--- src/rtl/tlb_frontend.sv ---
// Multi-port translation front end: private fully-associative uTLB per search port,
// misses share one round-robin arbitrated L2 lookup port. Define TLB_FRONT_PERF_EN for hit/miss counters.
package tlb_pkg;
    localparam int TLB_IDX_W = 4;

    typedef struct packed {
        logic [18:0] vppn;
        logic        ps4mb;
        logic        g;
        logic [9:0]  asid;
        logic        e;
        logic [19:0] ppn0;
        logic [1:0]  plv0;
        logic [1:0]  mat0;
        logic        d0;
        logic        v0;
        logic [19:0] ppn1;
        logic [1:0]  plv1;
        logic [1:0]  mat1;
        logic        d1;
        logic        v1;
    } tlb_entry_t;

    typedef struct packed {
        logic                 found;
        logic [TLB_IDX_W-1:0] index;
        logic [5:0]           ps;
        logic [19:0]          ppn;
        logic [1:0]           plv;
        logic [1:0]           mat;
        logic                 d;
        logic                 v;
    } tlb_result_t;
endpackage

module tlb_frontend
    import tlb_pkg::*;
#(
    parameter int NPORT      = 2,
    parameter int UTLB_DEPTH = 4,
    parameter int TLBIDLEN   = tlb_pkg::TLB_IDX_W
) (
    input  logic                      clk,
    input  logic                      reset,
    input  logic [NPORT-1:0]          s_valid,
    input  logic [NPORT*19-1:0]       s_vppn,
    input  logic [NPORT-1:0]          s_va_bit12,
    input  logic [NPORT*10-1:0]       s_asid,
    output logic [NPORT-1:0]          s_ok,
    output tlb_result_t [NPORT-1:0]   s_result,
    output logic                      l2_req,
    output logic [18:0]               l2_vppn,
    output logic [9:0]                l2_asid,
    input  logic                      l2_found,
    input  logic [TLBIDLEN-1:0]       l2_index,
    input  tlb_entry_t                l2_entry,
    input  logic                      flush
`ifdef TLB_FRONT_PERF_EN
    ,
    output logic [NPORT*32-1:0]       perf_hit,
    output logic [NPORT*32-1:0]       perf_miss
`endif
);

    // state  | meaning
    // LOOKUP | searching the uTLB, 0-cycle hit response
    // REQ    | missed, waiting for an L2 grant
    // RESP   | L2 result arrives this cycle
    typedef enum logic [1:0] {LOOKUP, REQ, RESP} state_t;

    localparam int VW = $clog2(UTLB_DEPTH);
    localparam int PW = (NPORT > 1) ? $clog2(NPORT) : 1;

    state_t                st_q     [NPORT];
    state_t                st_d     [NPORT];
    logic [UTLB_DEPTH-1:0] vld_q    [NPORT];
    tlb_entry_t            ent_q    [NPORT][UTLB_DEPTH];
    logic [TLBIDLEN-1:0]   idx_q    [NPORT][UTLB_DEPTH];
    logic [VW-1:0]         vic_q    [NPORT];
    logic [NPORT-1:0]      stale_q;
    logic [PW-1:0]         rr_q;

    logic [18:0]           vppn     [NPORT];
    logic [9:0]            asid     [NPORT];
    logic [NPORT-1:0]      hit;
    logic [VW-1:0]         hit_slot [NPORT];
    logic [NPORT-1:0]      gnt;
    logic                  gnt_any;
    logic [PW-1:0]         gnt_port;
    logic [NPORT-1:0]      refill;
    logic [VW-1:0]         wr_slot  [NPORT];

    function automatic logic entry_match(tlb_entry_t ent, logic [18:0] va, logic [9:0] as);
        logic vmatch;
        vmatch = ent.ps4mb ? (ent.vppn[18:9] == va[18:9]) : (ent.vppn == va);
        return ent.e && (ent.g || (ent.asid == as)) && vmatch;
    endfunction

    function automatic tlb_result_t make_result(tlb_entry_t ent, logic [TLBIDLEN-1:0] idx,
                                                logic [18:0] va, logic va12);
        tlb_result_t r;
        logic        odd;
        odd     = ent.ps4mb ? va[8] : va12;
        r       = '0;
        r.found = 1'b1;
        r.index = TLB_IDX_W'(idx);
        r.ps    = ent.ps4mb ? 6'd21 : 6'd12;
        r.ppn   = odd ? ent.ppn1 : ent.ppn0;
        r.plv   = odd ? ent.plv1 : ent.plv0;
        r.mat   = odd ? ent.mat1 : ent.mat0;
        r.d     = odd ? ent.d1   : ent.d0;
        r.v     = odd ? ent.v1   : ent.v0;
        return r;
    endfunction

    // Lowest matching slot wins; scanning downward avoids reading back partial results.
    always_comb begin
        for (int p = 0; p < NPORT; p++) begin
            vppn[p]     = s_vppn[p*19 +: 19];
            asid[p]     = s_asid[p*10 +: 10];
            hit[p]      = 1'b0;
            hit_slot[p] = '0;
            for (int s = UTLB_DEPTH - 1; s >= 0; s--) begin
                if (vld_q[p][s] && entry_match(ent_q[p][s], vppn[p], asid[p])) begin
                    hit[p]      = 1'b1;
                    hit_slot[p] = VW'(s);
                end
            end
        end
    end

    always_comb begin
        gnt      = '0;
        gnt_any  = 1'b0;
        gnt_port = '0;
        for (int i = 0; i < NPORT; i++) begin
            if (!gnt_any && st_q[(int'(rr_q) + i) % NPORT] == REQ) begin
                gnt_any  = 1'b1;
                gnt_port = PW'((int'(rr_q) + i) % NPORT);
            end
        end
        if (gnt_any) gnt[gnt_port] = 1'b1;
    end

    always_comb begin
        l2_req  = gnt_any && !reset;
        l2_vppn = vppn[gnt_port];
        l2_asid = asid[gnt_port];
    end

    always_comb begin
        s_ok   = '0;
        refill = '0;
        for (int p = 0; p < NPORT; p++) begin
            st_d[p]     = st_q[p];
            s_result[p] = '0;
            wr_slot[p]  = hit[p] ? hit_slot[p] : vic_q[p];
            case (st_q[p])
                LOOKUP: begin
                    if (s_valid[p]) begin
                        if (!hit[p]) begin
                            st_d[p] = REQ;
                        end else if (!flush) begin
                            s_ok[p]     = 1'b1;
                            s_result[p] = make_result(ent_q[p][hit_slot[p]], idx_q[p][hit_slot[p]],
                                                      vppn[p], s_va_bit12[p]);
                        end
                    end
                end
                REQ: begin
                    if (gnt[p]) st_d[p] = RESP;
                end
                RESP: begin
                    // A response overlapping a flush may be stale, so the lookup is re-issued.
                    if (flush || stale_q[p]) begin
                        st_d[p] = REQ;
                    end else begin
                        st_d[p] = LOOKUP;
                        s_ok[p] = 1'b1;
                        if (l2_found) begin
                            refill[p]   = 1'b1;
                            s_result[p] = make_result(l2_entry, l2_index, vppn[p], s_va_bit12[p]);
                        end
                    end
                end
                default: st_d[p] = LOOKUP;
            endcase
            if (reset) begin
                s_ok[p]     = 1'b0;
                s_result[p] = '0;
            end
        end
    end

    always_ff @(posedge clk) begin
        if (reset) begin
            rr_q    <= '0;
            stale_q <= '0;
            for (int p = 0; p < NPORT; p++) begin
                st_q[p]  <= LOOKUP;
                vld_q[p] <= '0;
                vic_q[p] <= '0;
            end
        end else begin
            stale_q <= gnt & {NPORT{flush}};
            if (gnt_any) rr_q <= (gnt_port == PW'(NPORT - 1)) ? '0 : gnt_port + 1'b1;
            for (int p = 0; p < NPORT; p++) begin
                st_q[p] <= st_d[p];
                if (flush) begin
                    vld_q[p] <= '0;
                end else if (refill[p]) begin
                    vld_q[p][wr_slot[p]] <= 1'b1;
                    // A duplicate overwrites its existing slot and leaves the victim pointer alone.
                    if (!hit[p]) vic_q[p] <= vic_q[p] + 1'b1;
                end
            end
        end
    end

    always_ff @(posedge clk) begin
        for (int p = 0; p < NPORT; p++) begin
            if (!reset && refill[p]) begin
                ent_q[p][wr_slot[p]] <= l2_entry;
                idx_q[p][wr_slot[p]] <= l2_index;
            end
        end
    end

`ifdef TLB_FRONT_PERF_EN
    logic [31:0] hit_cnt_q  [NPORT];
    logic [31:0] miss_cnt_q [NPORT];

    always_ff @(posedge clk) begin
        for (int p = 0; p < NPORT; p++) begin
            if (reset) begin
                hit_cnt_q[p]  <= '0;
                miss_cnt_q[p] <= '0;
            end else begin
                if (s_ok[p] && st_q[p] == LOOKUP && hit_cnt_q[p] != '1)
                    hit_cnt_q[p] <= hit_cnt_q[p] + 32'd1;
                if (st_d[p] == REQ && st_q[p] != REQ && miss_cnt_q[p] != '1)
                    miss_cnt_q[p] <= miss_cnt_q[p] + 32'd1;
            end
        end
    end

    always_comb begin
        perf_hit  = '0;
        perf_miss = '0;
        for (int p = 0; p < NPORT; p++) begin
            perf_hit[p*32 +: 32]  = hit_cnt_q[p];
            perf_miss[p*32 +: 32] = miss_cnt_q[p];
        end
    end
`endif

endmodule

--- config.mk ---
export PLATFORM = sky130hd
export DESIGN_NAME = tlb_frontend
export DESIGN_NICKNAME = d
export VERILOG_FILES = /design/src/rtl/tlb_frontend.sv
export SDC_FILE = /design/constraint.sdc
export NUM_CORES = 1
export LEC_CHECK = 0
export BUFFER_PORTS_ARGS = -buffer_cell sky130_fd_sc_hd__buf_2
export CORE_MARGIN = 2
export CORE_UTILIZATION = 54
export CTS_CLUSTER_SIZE = 40
export DETAILED_ROUTE_END_ITERATION = 6
export HOLD_SLACK_MARGIN = 0.12
export MAX_ROUTING_LAYER = met4
export PLACE_DENSITY = 0.81
export SETUP_SLACK_MARGIN = 0.3
export SYNTH_ARGS = -nofsm -noshare
export SYNTH_HDL_FRONTEND = slang
export SYNTH_SLANG_ARGS = --single-unit
--- constraint.sdc ---
create_clock -name clk -period 6.8 [get_ports clk]
set_input_delay 1.02 -clock clk [delete_from_list [all_inputs] [get_ports clk]]
set_output_delay 1.02 -clock clk [all_outputs]
set_load 0.01 [all_outputs]
After elaboration in Yosys (flattened, before gate mapping)

Memories as Yosys holds them, arrays and structs flattened. A register that Yosys moved wholly into a read port is not among the register bits.
Cells that the tools add are included.

Add/sub/neg operators: 4
$lt $le $gt $ge: 13
Equality and inequality tests: 30
Multiplexer cells: 177
Bitwise logic cells: 20
Reductions and logical operators: 47

Operators with widths:

| kind                                                      | count |
|---|---|
| 336-bit 2-to-1 mux                                        | 2 |
| 37-bit 2-to-1 mux                                         | 12 |
| 84-bit binary-select mux with 2-bit select                | 2 |
| 84-bit demux with 2-bit select                            | 2 |
| 65-bit 2-to-1 mux                                         | 4 |
| 84-bit 2-to-1 mux                                         | 2 |
| 10-bit == test                                            | 16 |
| 19-bit == test                                            | 8 |
| 37-bit case mux with 2 select lines                       | 2 |
| 1-bit 2-to-1 mux                                          | 86 |
| 20-bit 2-to-1 mux                                         | 4 |
| 2-bit 2-to-1 mux                                          | 29 |
| 19-bit 2-to-1 mux                                         | 3 |
| 4-bit 2-to-1 mux                                          | 10 |
| 1-bit logical AND                                         | 33 |
| 16-bit 2-to-1 mux                                         | 2 |
| 10-bit 2-to-1 mux                                         | 3 |
| 4-bit binary-select mux with 2-bit select                 | 2 |
| 4-bit demux with 2-bit select                             | 2 |
| 5-bit 2-to-1 mux                                          | 3 |
| 1-bit OR                                                  | 14 |
| 3-bit greater-or-equal comparator (second input constant) | 4 |
| 2-bit inverter with 3-bit output                          | 4 |
| 2-bit case mux with 3 select lines                        | 2 |
| 18 further kinds                                          | 40 |

Register bits after elaboration: 3
RAM bits: 720
Bits of input ports: 154
Memories kept: 5

Memories:

| name  | words | bits a word | rd ports | clocked after memory_dff | wr ports | RTL line | RTL |
|---|---|---|---|---|---|---|---|
| ent_q | 2     | 336         | 2        | 0                        | 2        | 77       | `tlb_entry_t ent_q [NPORT][UTLB_DEPTH];` |
| idx_q | 2     | 16          | 2        | 0                        | 2        | 78       | `logic [TLBIDLEN-1:0] idx_q [NPORT][UTLB_DEPTH];` |
| vld_q | 2     | 4           | 2        | 0                        | 2        | 76       | `logic [UTLB_DEPTH-1:0] vld_q [NPORT];` |
| st_q  | 2     | 2           | 4        | 1                        | 2        | 74       | `state_t st_q [NPORT];` |
| vic_q | 2     | 2           | 2        | 0                        | 2        | 79       | `logic [VW-1:0] vic_q [NPORT];` |

Logic depth before layout (Yosys ltp)

An unclocked memory read counts as a cell.

Word-level depth: 21
Gate-level depth with buffers: 14
Depth with buffers taken out: 10

Worst setup path after synthesis

No wires, ideal clock.

Path kind: in2reg
Start: input port s_vppn[7]
End: memory ent_q[0][168] (netlist bit) (enable)
Library setup time: 0.535 ns
Arrival: 6.790 ns
Data required time: 6.265 ns
Slack: -0.525 ns
Stages: 11
Path through: clkbuf_1 > xor2_1 > nor4_1 > a41oi_1 > nor3_1 > a21oi_1 > nor2_1 > clkbuf_1 > buf_2 > a21oi_1 > nor2_1

RTL lines:

| item            | RTL line | RTL |
|---|---|---|
| start, declared | 46       | `input logic [NPORT*19-1:0] s_vppn,` |
| end, declared   | 77       |  |

==> flow_summary.ini <==
[outcome]
status = finished clean

[placed_design]
port_buffers = 255
dp_slack_ns = 0.916
place_hpwl_um = 43900
gp_congestion = 0.863

[setup_path]
rrSetupSlack_ns = 2.26
path_cells = buf_2 -> xor2_1 -> nor4_1 -> a41oi_1 -> or3_1 -> a211oi_4 -> buf_4 -> buf_4 -> mux2i_1 -> mux2i_1 -> o22ai_1 -> buf_2
reg2reg_from = ent_q[0][587]
cp.required_ns = 5.78
cp_max_fo = 39
crit_type = in -> out
cp_slowest_cell = buf_4
end_kind = output port
cp-start-kind = input pin
slowest_delay_ns = 0.69
reg2reg_depth = 10
worstPathArrival_ns = 4.82
r2r_end = ent_q[0][416]

[drt]
vias = 16886
wirelength_um = 69400
post-route-drc-count = 0
wl_met1_um = 27900
ant_nets = 0
routed_via_density = 5.78
route.met2.wl_um = 35700
routed.top_layer = met4
initialDrtViolationCount = 1465
drtPass1Iterations = 5
wl_per_cell_um = 23.8
wl_met3_um = 4520

[synth]
syn_inst = 1865
synth_edf_count = 712
ys_ff_latch = 724
yosysWarningCount = 0
ys.flop_type = edfxtp_1
avgSynthCellArea_um2 = 16.5
yosysUniqueCellTypes = 45
netlist_area_um2 = 30800
async_flop_share = 0
ys_seq_area_frac = 0.701

[global_route]
grt_pass1_wl_um = 104000
grt_max_degree = 115
grtUsageTotal = 0.241
grt_pass1_vias = 17147
grt_remaining_overflow = 0
antenna_found_initial = 6

[clock_tree]
cts-buffers-inserted = 73
cts_resized = 0
path_clk_slew_ns = 0.06
clk_path_buf_depth = 3
cts_hold_buf = 0
clock_latency_ns = 0.61
ctsRootBufferMaster = clkbuf_16
cts.sinks = 724
cts_tree = done
htreeDepth = 3
post-cts-setup-buffers = 0

[floorplanning]
rows = 87
die_w_um = 243
core_area_um2 = 56400
die_h_um = 243
die-area_um2 = 59100
start_util = 0.547
pin_count = 260

[layout]
layout.nets = 2255
layout_common_cells = edfxtp_1, mux2i_1, buf_2, xor2_1, clkbuf_16
final_util = 0.625
fillers = 4015
drive_gt1_frac = 0.209
area_growth_pct = 14.3
layout_commonest_cell = edfxtp_1

[sta]
worstMarginPinSlew_ns = 1.16
relSlewSlack = 0.213
finalHoldViolCount = 0
fmax_mhz = 171
slew_violations = 0
worst_slack_ns = 0.960
period_share = 0.859
finClkSkew_ns = 0.0294
setup_violations = 0
fin_crit_ns = 5.84
rsz0062_at_grt = false

[power_and_ir_drop]
power_density_nw_per_um2 = 262
worst_ir_drop_vdd_uv = 218
leakagePower_uw = 0.0116

[hold_path]
hold_end = vld_q[1][0]
min-delay-start = vld_q[1][0]
hold_class = reg -> reg
min_path_cells = 1

[flow_run]
max_cap_violations = 0
power breakdown:
group | switching, µW | internal [µW] | leakage [µW]
Combinational | 313 | 201 | 0.00401
Sequential | 12.4 | 4910 | 0.00651
Clock | 1610 | 2200 | 0.00111
Total | 1930 | 7320 | 0.0116
worst max path at each step:
stage | startpoint | to | slack, ns | depth (start not counted)
2_1_floorplan | s_vppn[7] | ent_q[0][168] | -0.53 | 11
3_3_place_gp | s_asid[6] | s_result[1] | 1.04 | 12
3_5_place_dp | s_vppn[37] | s_result[42] | 0.92 | 13
4_1_cts | s_asid[6] | s_result[19] | 0.92 | 12
5_1_grt | s_vppn[8] | s_result[19] | 0.70 | 12
6_report | s_asid[6] | s_result[19] | 0.96 | 12
final cells by class:
type,instances,area [µm²],share of cell area
diodes,8,20.0,0.000568
clock buffers,92,1970,0.0559
clock inverters,40,294,0.00834
inverters,3,11.3,0.000319
multi-input cells,1009,8730,0.248
flip-flops and latches,724,21600,0.613
well taps,756,946,0.0268
repair buffers,290,1650,0.0469
worst max-delay path: cells and delay by family:
kind | cells | cell delay (ns)
xor+xnor | 1 | 0.18
buf+inv | 4 | 1.50
simple gates | 2 | 0.93
mux | 2 | 0.36
compound gates | 3 | 0.81
metal layers:
layer  vias up  GRT usage
met5         -          -
met4         0     0.0659
met3        99     0.0391
met2       626      0.404
met1      8542      0.306
li1       7619          -
through the flow:
stage / instance area, µm² / TNS (ns) / total power, µW / std cells / hold slack [ns]
after CTS: 35200 / 0 / 9310 / 2914 / 0.454
after global placement: 33000 / 0 / 5510 / 2782 / 0.436
after global routing: 35200 / 0 / 9520 / 2920 / 0.483
final: 35200 / 0 / 9250 / 2922 / 0.455
after detailed placement: 33000 / 0 / 5530 / 2782 / 0.441
after floorplan: 30900 / -131.36 / 5320 / 1868 / 0.427
cell usage after synthesis (2+ instances only):
| cell type | number | area, µm² |
|---|---|---|
| dfxtp_1 | 12 | 240 |
| buf_4 | 11 | 82.6 |
| buf_1 | 14 | 52.6 |
| buf_2 | 37 | 185 |
| o211ai_1 | 8 | 60.1 |
| nor4_1 | 42 | 263 |
| mux2i_4 | 2 | 45.0 |
| or3_1 | 6 | 37.5 |
| nor4b_1 | 2 | 17.5 |
| nor2_1 | 36 | 135 |
| nor3b_1 | 2 | 15.0 |
| mux2_2 | 38 | 428 |
| a211oi_1 | 3 | 22.5 |
| buf_6 | 2 | 22.5 |
| buf_8 | 2 | 30.0 |
| inv_1 | 3 | 11.3 |
| a41oi_1 | 16 | 140 |
| nor3_1 | 36 | 180 |
| a22oi_1 | 2 | 15.0 |
| nand2_1 | 24 | 90.1 |
| nand3_1 | 18 | 90.1 |
| edfxtp_1 | 712 | 21400 |
| nor4_2 | 2 | 25.0 |
| or2_2 | 4 | 25.0 |
| a21o_1 | 10 | 75.1 |
| clkbuf_1 | 65 | 244 |
| nand2b_1 | 4 | 25.0 |
| o22ai_1 | 52 | 325 |
| xor2_1 | 200 | 1750 |
| o21ai_0 | 4 | 20.0 |
| mux2i_1 | 430 | 4300 |
| xnor2_1 | 35 | 307 |
| a21oi_1 | 19 | 95.1 |
flip-flops by register name (all words and copies together) (netlist names), named ones only:
register	flops
ent_q	672
vic_q	4
rr_q	1
st_q	4
idx_q	32
stale_q	2
vld_q	8
cell families after synthesis:
| family | synth area share |
|---|---|
| flops | 0.701 |
| mux | 0.156 |
| xor+xnor | 0.0667 |
| simple gates | 0.0304 |
| buf+inv | 0.0210 |
| compound gates | 0.0251 |
| other cells | 0.000122 |
Power figures use the tool's default switching activity.
